$ cat src/rtl/spi_slave_rx.sv
// spi_slave_rx: receiving end of the 12-bit serial link (LSB first, mosi sampled on sclk fall).
// Latency: done/dout appear SYNC_STAGES+2 clk edges after the first edge sampling the last sclk low.
// Backpressure: none; the master is never stalled, each completed word overwrites dout.
//
// Ports:
//   clk        system clock, everything on posedge
//   rst        synchronous active-high reset
//   sclk       serial clock from master (async, period >= 4 clk)
//   cs         chip select, active low (async)
//   mosi       serial data, LSB first (async)
//   dout       last complete word, held until the next done
//   done       one-cycle pulse, dout valid from that cycle on
//   busy       high from detected cs fall until frame end / abort
//   frame_err  one-cycle pulse when cs rises before DATA_W bits arrived
//   overrun    (only with SPI_RX_OVERRUN_EN) one-cycle pulse per extra sclk fall after a full word
//
// Optional feature macro: SPI_RX_OVERRUN_EN adds the overrun output.

module spi_slave_rx #(
    parameter int DATA_W      = 12,
    parameter int SYNC_STAGES = 2
) (
    input  logic              clk,
    input  logic              rst,
    input  logic              sclk,
    input  logic              cs,
    input  logic              mosi,
    output logic [DATA_W-1:0] dout,
    output logic              done,
    output logic              busy,
`ifdef SPI_RX_OVERRUN_EN
    output logic              overrun,
`endif
    output logic              frame_err
);

    localparam int CNT_W = $clog2(DATA_W + 1);

    typedef enum logic [1:0] {
        IDLE    = 2'd0,
        RECV    = 2'd1,
        WAIT_CS = 2'd2
    } state_t;

    // ------------------------------------------------------------------
    // Input synchronizers and edge history.
    // cs chain resets to 0 so a cs held low across reset never looks
    // like a fresh falling edge; a high->low transition must be seen.
    // ------------------------------------------------------------------
    logic [SYNC_STAGES-1:0] sclk_sync_q;
    logic [SYNC_STAGES-1:0] cs_sync_q;
    logic [SYNC_STAGES-1:0] mosi_sync_q;
    logic                   sclk_prev_q;
    logic                   cs_prev_q;

    always_ff @(posedge clk) begin
        if (rst) begin
            sclk_sync_q <= '0;
            cs_sync_q   <= '0;
            mosi_sync_q <= '0;
            sclk_prev_q <= 1'b0;
            cs_prev_q   <= 1'b0;
        end else begin
            sclk_sync_q <= {sclk_sync_q[SYNC_STAGES-2:0], sclk};
            cs_sync_q   <= {cs_sync_q[SYNC_STAGES-2:0], cs};
            mosi_sync_q <= {mosi_sync_q[SYNC_STAGES-2:0], mosi};
            sclk_prev_q <= sclk_sync_q[SYNC_STAGES-1];
            cs_prev_q   <= cs_sync_q[SYNC_STAGES-1];
        end
    end

    logic sclk_s;
    logic cs_s;
    logic mosi_s;
    logic sclk_fall;
    logic cs_fall;
    logic cs_rise;

    assign sclk_s    = sclk_sync_q[SYNC_STAGES-1];
    assign cs_s      = cs_sync_q[SYNC_STAGES-1];
    assign mosi_s    = mosi_sync_q[SYNC_STAGES-1];
    assign sclk_fall = sclk_prev_q & ~sclk_s;
    assign cs_fall   = cs_prev_q & ~cs_s;
    assign cs_rise   = ~cs_prev_q & cs_s;

    // ------------------------------------------------------------------
    // Frame FSM state
    // ------------------------------------------------------------------
    state_t             state_q, state_d;
    logic [CNT_W-1:0]   bit_cnt_q, bit_cnt_d;
    logic [DATA_W-1:0]  shift_q, shift_d;
    // word_rdy_q marks a completed shift register; the word is moved to
    // dout and announced with done one cycle later.
    logic               word_rdy_q, word_rdy_d;
    logic               frame_err_q, frame_err_d;
    logic               busy_q;
    logic [DATA_W-1:0]  dout_q;
    logic               done_q;
`ifdef SPI_RX_OVERRUN_EN
    logic               overrun_q, overrun_d;
`endif

    always_comb begin
        state_d     = state_q;
        bit_cnt_d   = bit_cnt_q;
        shift_d     = shift_q;
        word_rdy_d  = 1'b0;
        frame_err_d = 1'b0;
`ifdef SPI_RX_OVERRUN_EN
        overrun_d   = 1'b0;
`endif
        unique case (state_q)
            IDLE: begin
                if (cs_fall) begin
                    state_d   = RECV;
                    bit_cnt_d = '0;
                    shift_d   = '0;
                end
            end
            RECV: begin
                // A fall arriving together with cs rise still carries a
                // valid bit: capture it before judging the frame.
                if (sclk_fall && (!cs_s || cs_rise)) begin
                    shift_d   = shift_q | ({{(DATA_W-1){1'b0}}, mosi_s} << bit_cnt_q);
                    bit_cnt_d = bit_cnt_q + CNT_W'(1);
                    if (bit_cnt_q == CNT_W'(DATA_W - 1)) begin
                        word_rdy_d = 1'b1;
                        state_d    = cs_rise ? IDLE : WAIT_CS;
                    end else if (cs_rise) begin
                        frame_err_d = 1'b1;
                        state_d     = IDLE;
                    end
                end else if (cs_rise) begin
                    frame_err_d = 1'b1;
                    state_d     = IDLE;
                end
            end
            WAIT_CS: begin
                if (cs_rise) begin
                    state_d = IDLE;
                end
`ifdef SPI_RX_OVERRUN_EN
                else if (sclk_fall && !cs_s) begin
                    overrun_d = 1'b1;
                end
`endif
            end
            default: begin
                state_d = IDLE;
            end
        endcase
    end

    always_ff @(posedge clk) begin
        if (rst) begin
            state_q     <= IDLE;
            bit_cnt_q   <= '0;
            shift_q     <= '0;
            word_rdy_q  <= 1'b0;
            frame_err_q <= 1'b0;
            busy_q      <= 1'b0;
            dout_q      <= '0;
            done_q      <= 1'b0;
`ifdef SPI_RX_OVERRUN_EN
            overrun_q   <= 1'b0;
`endif
        end else begin
            state_q     <= state_d;
            bit_cnt_q   <= bit_cnt_d;
            shift_q     <= shift_d;
            word_rdy_q  <= word_rdy_d;
            frame_err_q <= frame_err_d;
            busy_q      <= (state_d != IDLE);
            done_q      <= word_rdy_q;
            // shift_q still holds the finished word here even if a new
            // frame is clearing it on this same edge.
            if (word_rdy_q) begin
                dout_q <= shift_q;
            end
`ifdef SPI_RX_OVERRUN_EN
            overrun_q   <= overrun_d;
`endif
        end
    end

    assign dout      = dout_q;
    assign done      = done_q;
    assign busy      = busy_q;
    assign frame_err = frame_err_q;
`ifdef SPI_RX_OVERRUN_EN
    assign overrun   = overrun_q;
`endif

endmodule

$ cat config.mk
export PLATFORM = sky130hd
export DESIGN_NAME = spi_slave_rx
export DESIGN_NICKNAME = d
export VERILOG_FILES = /design/src/rtl/spi_slave_rx.sv
export SDC_FILE = /design/constraint.sdc
export NUM_CORES = 1
export LEC_CHECK = 0
export ABC_AREA = 1
export CAP_MARGIN = 20
export CORE_UTILIZATION = 50
export CTS_BUF_LIST = sky130_fd_sc_hd__clkbuf_2 sky130_fd_sc_hd__clkbuf_4 sky130_fd_sc_hd__clkbuf_8
export DETAILED_ROUTE_END_ITERATION = 6
export MAX_ROUTING_LAYER = met4
export PLACE_DENSITY = 0.72
export SLEW_MARGIN = 20
export SYNTH_ARGS = -nofsm -noshare
export SYNTH_HDL_FRONTEND = slang
export SYNTH_SLANG_ARGS = --single-unit
$ cat constraint.sdc
create_clock -name clk -period 3.05 [get_ports clk]
set_clock_uncertainty 0.05 [all_clocks]
set_input_delay 0.7625 -clock clk [delete_from_list [all_inputs] [get_ports clk]]
set_output_delay 0.7625 -clock clk [all_outputs]
set_load 0.02 [all_outputs]
==> impl_metrics.csv, run 1 <==
group,metric,value,unit
run_status,status,"completed",
sta,max_freq,468,MHz
pwr,p_leak,0.000758,uW
die,die_width,58.8,um
sta,slew_violations,0,
clock_network,clk_path_buf_depth,2,
sta,finalHoldViolCount,0,
critical_path,cp_slowest_cell,"clkdlybuf4s50_1",
pwr,netSwitchingFraction,21.0,%
drt,vias,1283,
die,initial_core_util,52.8,%
pwr,power_frac_clock,37.3,%
synth,synth_edf_count,0,
critical_path,startpoint_type,"flip-flop",
finish,area_growth,18.1,%
placement,placedInstanceArea,1820,um^2
die,core,3050,um^2
hold_path,whs_endpoint,"mosi_sync_q[1]$_SDFF_PP0_",
pwr,pwr_density_cell,499,nW/um^2
die,io_pins,20,
clock_network,clock-sinks,42,
synth,syn_nets,205,
critical_path,reg2regPathDepth,6,
grt,track_usage,19.6,%
drt,ant_nets,0,
sta,grt_setup_unrepaired,"false",
grt,grt.busiest_layer,"met2",
drt,firstDrtPassIters,5,
pwr,seqPwrFrac,58.9,%
synth,yosysSeqAreaShare,52.2,%
pwr,intPower,750,uW
critical_path,end_kind,"output port",
placement,routabilityCongestion,0.876,
grt,overflow,0,
finish,postLayoutCoreUtil,62.3,%
synth,synthTopCellsByArea,"dfxtp_1 (52%), nor2_1 (10%), inv_1 (6.3%)",
sta,max_slew_margin,58.1,%
synth,synth_area,1610,um^2
synth,synth_common_cells,"nor2_1 (43), dfxtp_1 (42), inv_1 (27)",
flow_run,max_cap_violations,0,
clock_network,postCtsResizedCells,0,
critical_path,r2r_start,"state_q[1]$_SDFF_PP0_",
sta,worst_slack,0.914,ns
critical_path,crit_fanout,2,
critical_path,cp_top_family,"buffers and inverters",
grt,grt_pass1_vias,1171,
sta,fin_hold_ws,0.358,ns
grt,grt_use_met3,7.25,%
finish,drive_gt1_share,12.2,%
die,die-area,3450,um^2
placement,portBuffers,19,
critical_path,path_class,"reg2out",
synth,synth_top_area_share,52.2,%
critical_path,path_buf_inv,1,
sta,fin_crit_sh,70.0,%
synth,yosysMostFrequentCell,"nor2_1",
drt,vias_per_cell,4.84,
grt,grt_first_pass_wirelength,4.86,mm
hold_path,hold_path.class,"reg2reg",
clock_network,clk_pin_slew_worst_paths,0.12,ns
pwr,p_sw,199,uW
critical_path,r2r_end,"bit_cnt_q[2]$_SDFFE_PP0P_",
sta,fin_crit,2.14,ns
critical_path,cp_data_required_time,2.24,ns
clock_network,htree_levels,2,
grt,gr-usage-met1,22.7,%
grt,met2_usage,31.5,%
grt,antenna_found_initial,0,
drt,drtIter0Drc,42,
critical_path,ff2ff_setup_slack,1.54,ns
synth,syn_inst,199,
critical_path,max_stage_delay,0.61,ns
clock_network,cts_setup_buffers,0,
pwr,p_comb_share,3.9,%
synth,synth.distinct_cells,22,
placement,hpwl,2.05,mm
hold_path,worstHoldStart,"mosi_sync_q[0]$_SDFF_PP0_",
sta,tightest_slew,0.628,ns
critical_path,cp.arrival,1.32,ns
finish,fill_cells,283,
grt,grt_max_degree,22,
clock_network,tritoncts,"yes",
clock_network,clock_latency,0.35,ns
hold_path,hold_depth,2,
drt,wirelength,2.85,mm
drt,wl_per_cell,10.8,um
synth,synthArstFlopShare,0,%
synth,yosysTopAreaCell,"dfxtp_1",
critical_path,cp_cell_sequence,"clkdlybuf4s50_1",
finish,antenna_cells,0,
clock_network,holdBufCountCts,0,
finish,num-nets-final,226,
drt,remaining_drc_errors,0,
synth,syn_area_per_cell,8.10,um^2
synth,synthFlopType,"dfxtp_1",
synth,synth_seq_cells,42,
die,fp.dieH,58.8,um
synth,yosys_warnings,0,
finish,fin_area,1900,um^2
placement,post-place-ws,0.739,ns
clock_network,cts_buffers,5,
sta,setup_tns,0,ns
die,row_count,20,
sta,finalSetupViolations,0,
clock_network,cts-root-buf,"clkbuf_4",
pwr,vdd_drop_max,0.344,mV
## worst max path at each step
stage                                from                         to  slack (ns)  cells past startpoint
global route        dout[10]$_SDFFE_PP0P_                   dout[10]        0.86                      1
detailed placement                    rst  bit_cnt_q[2]$_SDFFE_PP0P_        0.74                      7
floorplan                             rst      dout[10]$_SDFFE_PP0P_        1.62                      4
finish              dout[10]$_SDFFE_PP0P_                   dout[10]        0.91                      1
CTS                 dout[10]$_SDFFE_PP0P_                   dout[10]        0.91                      1
global placement                      rst  bit_cnt_q[2]$_SDFFE_PP0P_        0.81                      7
## state kept, by name, indices dropped and copies added (netlist names)
name	cells
state_q	2
sclk_prev_q	1
cs_prev_q	1
shift_q	12
dout	12
sclk_sync_q	2
done	1
bit_cnt_q	4
frame_err	1
mosi_sync_q	2
cs_sync_q	2
busy	1
word_rdy_q	1
## layout by cell type (no fill, tap or decap), drive strengths merged
master         instances
nand2                 22
nand4                  3
dfxtp                 42
nor2                  44
inv                   28
buf                    2
bufinv                 1
o21ai                 15
nor3                   3
clkdlybuf4s50         19
nand3                 10
a21oi                 22
ha                     1
a22oi                  2
clkinvlp               1
clkbuf                 6
## through the flow
step                total power [uW]  instances
global placement                 607        257
floorplan                        597        199
detailed placement               608        257
finish                           949        265
global route                     991        265
CTS                              957        265
## power by group through the flow
stage               Combinational [uW]  Sequential [uW]  Clock [uW]
detailed placement                37.0              571           0
floorplan                         26.4              571           0
global placement                  35.7              571           0
global route                      41.7              560         389
CTS                               37.0              559         361
finish                            36.6              559         354
## area by class of cell
class,instances,area (um^2),area share (%)
flip-flops and latches,42,841,44.2
clock buffers,6,45.0,2.37
well taps,44,55.1,2.89
clock inverters,2,37.5,1.97
multi-input cells,122,614,32.3
repair buffers,21,205,10.8
inverters,28,105,5.52
## cell families after synthesis
group	Yosys count	share of synthesized area (%)
simple gates	82	23.5
flops	42	52.2
compound gates	39	13.8
buf+inv	35	9.70
fa+ha+maj	1	0.776
## per-layer routing
| layer | wire [um] | vias to the layer above |
|---|---|---|
| met1 | 1300 | 575 |
| met3 | 134 | 5 |
| li1 | - | 672 |
| met5 | 0 | - |
| met2 | 1390 | 31 |
| met4 | 31 | 0 |
Note: power is estimated with default switching activity, not from simulation.
==> run 2: changes to the inputs <==
--- a/config.mk
+++ b/config.mk
@@ -11,7 +11,7 @@
 export CTS_BUF_LIST = sky130_fd_sc_hd__clkbuf_2 sky130_fd_sc_hd__clkbuf_4 sky130_fd_sc_hd__clkbuf_8
 export DETAILED_ROUTE_END_ITERATION = 6
 export MAX_ROUTING_LAYER = met4
-export PLACE_DENSITY = 0.72
+export PLACE_DENSITY = 0.75
 export SLEW_MARGIN = 20
 export SYNTH_ARGS = -nofsm -noshare
 export SYNTH_HDL_FRONTEND = slang
==> constraint.sdc (replaced) <==
create_clock -name clk -period 1.79 [get_ports clk]
set_clock_uncertainty 0.05 [all_clocks]
set_input_delay 0.4475 -clock clk [delete_from_list [all_inputs] [get_ports clk]]
set_output_delay 0.4475 -clock clk [all_outputs]
set_load 0.02 [all_outputs]
==> impl_metrics.csv, run 2 (synthesized netlist as in run 1, its figures left out) <==
group,metric,value,unit
drt,vias,1300,
critical_path,crit_fanout,1,
drt,vias_per_cell,4.89,
pwr,pwr_density_cell,753,nW/um^2
finish,num-nets-final,228,
critical_path,cp.arrival,1.25,ns
clock_network,clk_path_buf_depth,2,
pwr,seqPwrFrac,66.4,%
sta,finalSetupViolations,0,
drt,remaining_drc_errors,0,
finish,stdcell_count,266,
critical_path,path_buf_inv,1,
pwr,p_sw,319,uW
placement,portBuffers,19,
die,row_count,20,
critical_path,cp_cell_sequence,"clkdlybuf4s50_1",
pwr,p_leak,0.000928,uW
critical_path,ff2ff_setup_slack,0.44,ns
drt,wl_per_cell,10.4,um
clock_network,clock_latency,0.34,ns
critical_path,worst-path-stages,1,
pwr,vdd_drop_max,0.507,mV
finish,area_growth,18.2,%
finish,final_cell_mix,"nor2_1 (43), dfxtp_1 (42), inv_1 (27)",
finish,fin_area,1900,um^2
drt,firstDrtPassIters,4,
grt,grt_max_degree,19,
grt,grt_first_pass_wirelength,4.68,mm
clock_network,holdBufCountCts,0,
clock_network,clk_pin_slew_worst_paths,0.11,ns
critical_path,end_kind,"output port",
drt,drtIter0Drc,42,
critical_path,max_stage_delay,0.60,ns
grt,track_usage,18.7,%
finish,mostFrequentLayoutCell,"nor2_1",
critical_path,r2r_start,"bit_cnt_q[1]$_SDFFE_PP0P_",
drt,wirelength,2.78,mm
sta,grt_setup_unrepaired,"false",
sta,slew_violations,0,
critical_path,startpoint_type,"flip-flop",
pwr,p_comb_share,4.7,%
run_status,status,"completed",
clock_network,tritoncts,"yes",
clock_network,htree_levels,2,
clock_network,cts-root-buf,"clkbuf_4",
hold_path,hold_path.class,"reg2reg",
pwr,power_frac_clock,28.8,%
placement,dp.cells,259,
die,die-area,3450,um^2
grt,grt_pass1_vias,1127,
critical_path,critPathLaunch,"busy$_SDFF_PP0_",
drt,ant_nets,0,
sta,tightest_slew,0.505,ns
grt,overflow,0,
sta,max_freq,573,MHz
die,fp.dieH,58.8,um
grt,antenna_found_initial,0,
sta,max_slew_margin,66.3,%
critical_path,r2r_end,"busy$_SDFF_PP0_",
clock_network,postCtsResizedCells,7,
critical_path,cp_data_required_time,1.29,ns
clock_network,cts_buffers,5,
critical_path,reg2regPathDepth,7,
clock_network,clock-sinks,42,
placement,hpwl,1.97,mm
finish,antenna_cells,0,
finish,fill_cells,292,
sta,fin_hold_ws,0.360,ns
sta,fin_crit_sh,97.5,%
critical_path,path_class,"reg2out",
placement,placedInstanceArea,1850,um^2
sta,setup_tns,0,ns
pwr,intPower,1110,uW
critical_path,cp_slowest_cell,"clkdlybuf4s50_1",
die,initial_core_util,52.8,%
placement,routabilityCongestion,0.921,
sta,finalHoldViolCount,0,
clock_network,cts_setup_buffers,0,
flow_run,max_cap_violations,0,
sta,fin_crit,1.75,ns
finish,drive_gt1_share,12.6,%
pwr,netSwitchingFraction,22.3,%
die,die_width,58.8,um
die,core,3050,um^2
critical_path,endpoint,"busy",
critical_path,cp_top_family,"buffers and inverters",
die,io_pins,20,
-- run 2: cell types whose count changed in the layout (fill, tap and decap cells not counted) --
cell | before | now
clkbuf_4 | 6 | 5
dlygate4sd2_1 | 0 | 7
bufinv_16 | 1 | 0
clkinvlp_4 | 1 | 0
clkinv_2 | 0 | 2
dlymetal6s2s_1 | 0 | 7
clkdlybuf4s50_1 | 19 | 5
buf_4 | 2 | 3
buf_12 | 0 | 1
-- run 2: power by group through the flow --
stage,sequential [uW],clock [uW],combinational (uW)
2_1_floorplan,973,0,45.0
3_3_place_gp,973,0,66.5
3_5_place_dp,973,0,68.6
4_1_cts,952,431,68.8
5_1_grt,954,460,76.5
6_report,952,414,68.0
-- run 2: final cells by class --
cell class              count  area [um^2]  share of cell area [%]
clock inverters             2         10.0                   0.526
well taps                  44         55.1                    2.89
repair buffers             23          241                    12.7
inverters                  28          105                    5.52
multi-input cells         122          614                    32.3
clock buffers               5         37.5                    1.97
flip-flops and latches     42          841                    44.2
-- run 2: metal layers --
layer,GRT usage [%],vias to the layer above,wire [um]
met5,-,-,0
met4,8.50,0,46
met3,5.93,8,142
met2,30.2,25,1360
met1,21.0,590,1230
li1,-,677,-
-- run 2: worst min-delay path by stage --
stage	slack (ns)	to	from	cells after the start
3_5_place_dp	0.35	mosi_sync_q[1]$_SDFF_PP0_	mosi_sync_q[0]$_SDFF_PP0_	2
6_report	0.36	mosi_sync_q[1]$_SDFF_PP0_	mosi_sync_q[0]$_SDFF_PP0_	2
2_1_floorplan	0.34	cs_sync_q[1]$_SDFF_PP0_	cs_sync_q[0]$_SDFF_PP0_	2
5_1_grt	0.38	sclk_sync_q[1]$_SDFF_PP0_	sclk_sync_q[0]$_SDFF_PP0_	2
4_1_cts	0.37	mosi_sync_q[1]$_SDFF_PP0_	mosi_sync_q[0]$_SDFF_PP0_	2
3_3_place_gp	0.34	mosi_sync_q[1]$_SDFF_PP0_	mosi_sync_q[0]$_SDFF_PP0_	2
-- run 2: metrics by stage --
step | util (%) | setup slack (ns) | power, uW
floorplan | - | 0.637 | 1020
global placement | 60.5 | 0.239 | 1040
detailed placement | 60.5 | 0.219 | 1040
CTS | 61.8 | 0.00191 | 1450
global route | 62.4 | 0.0166 | 1490
finish | 62.4 | 0.0446 | 1430
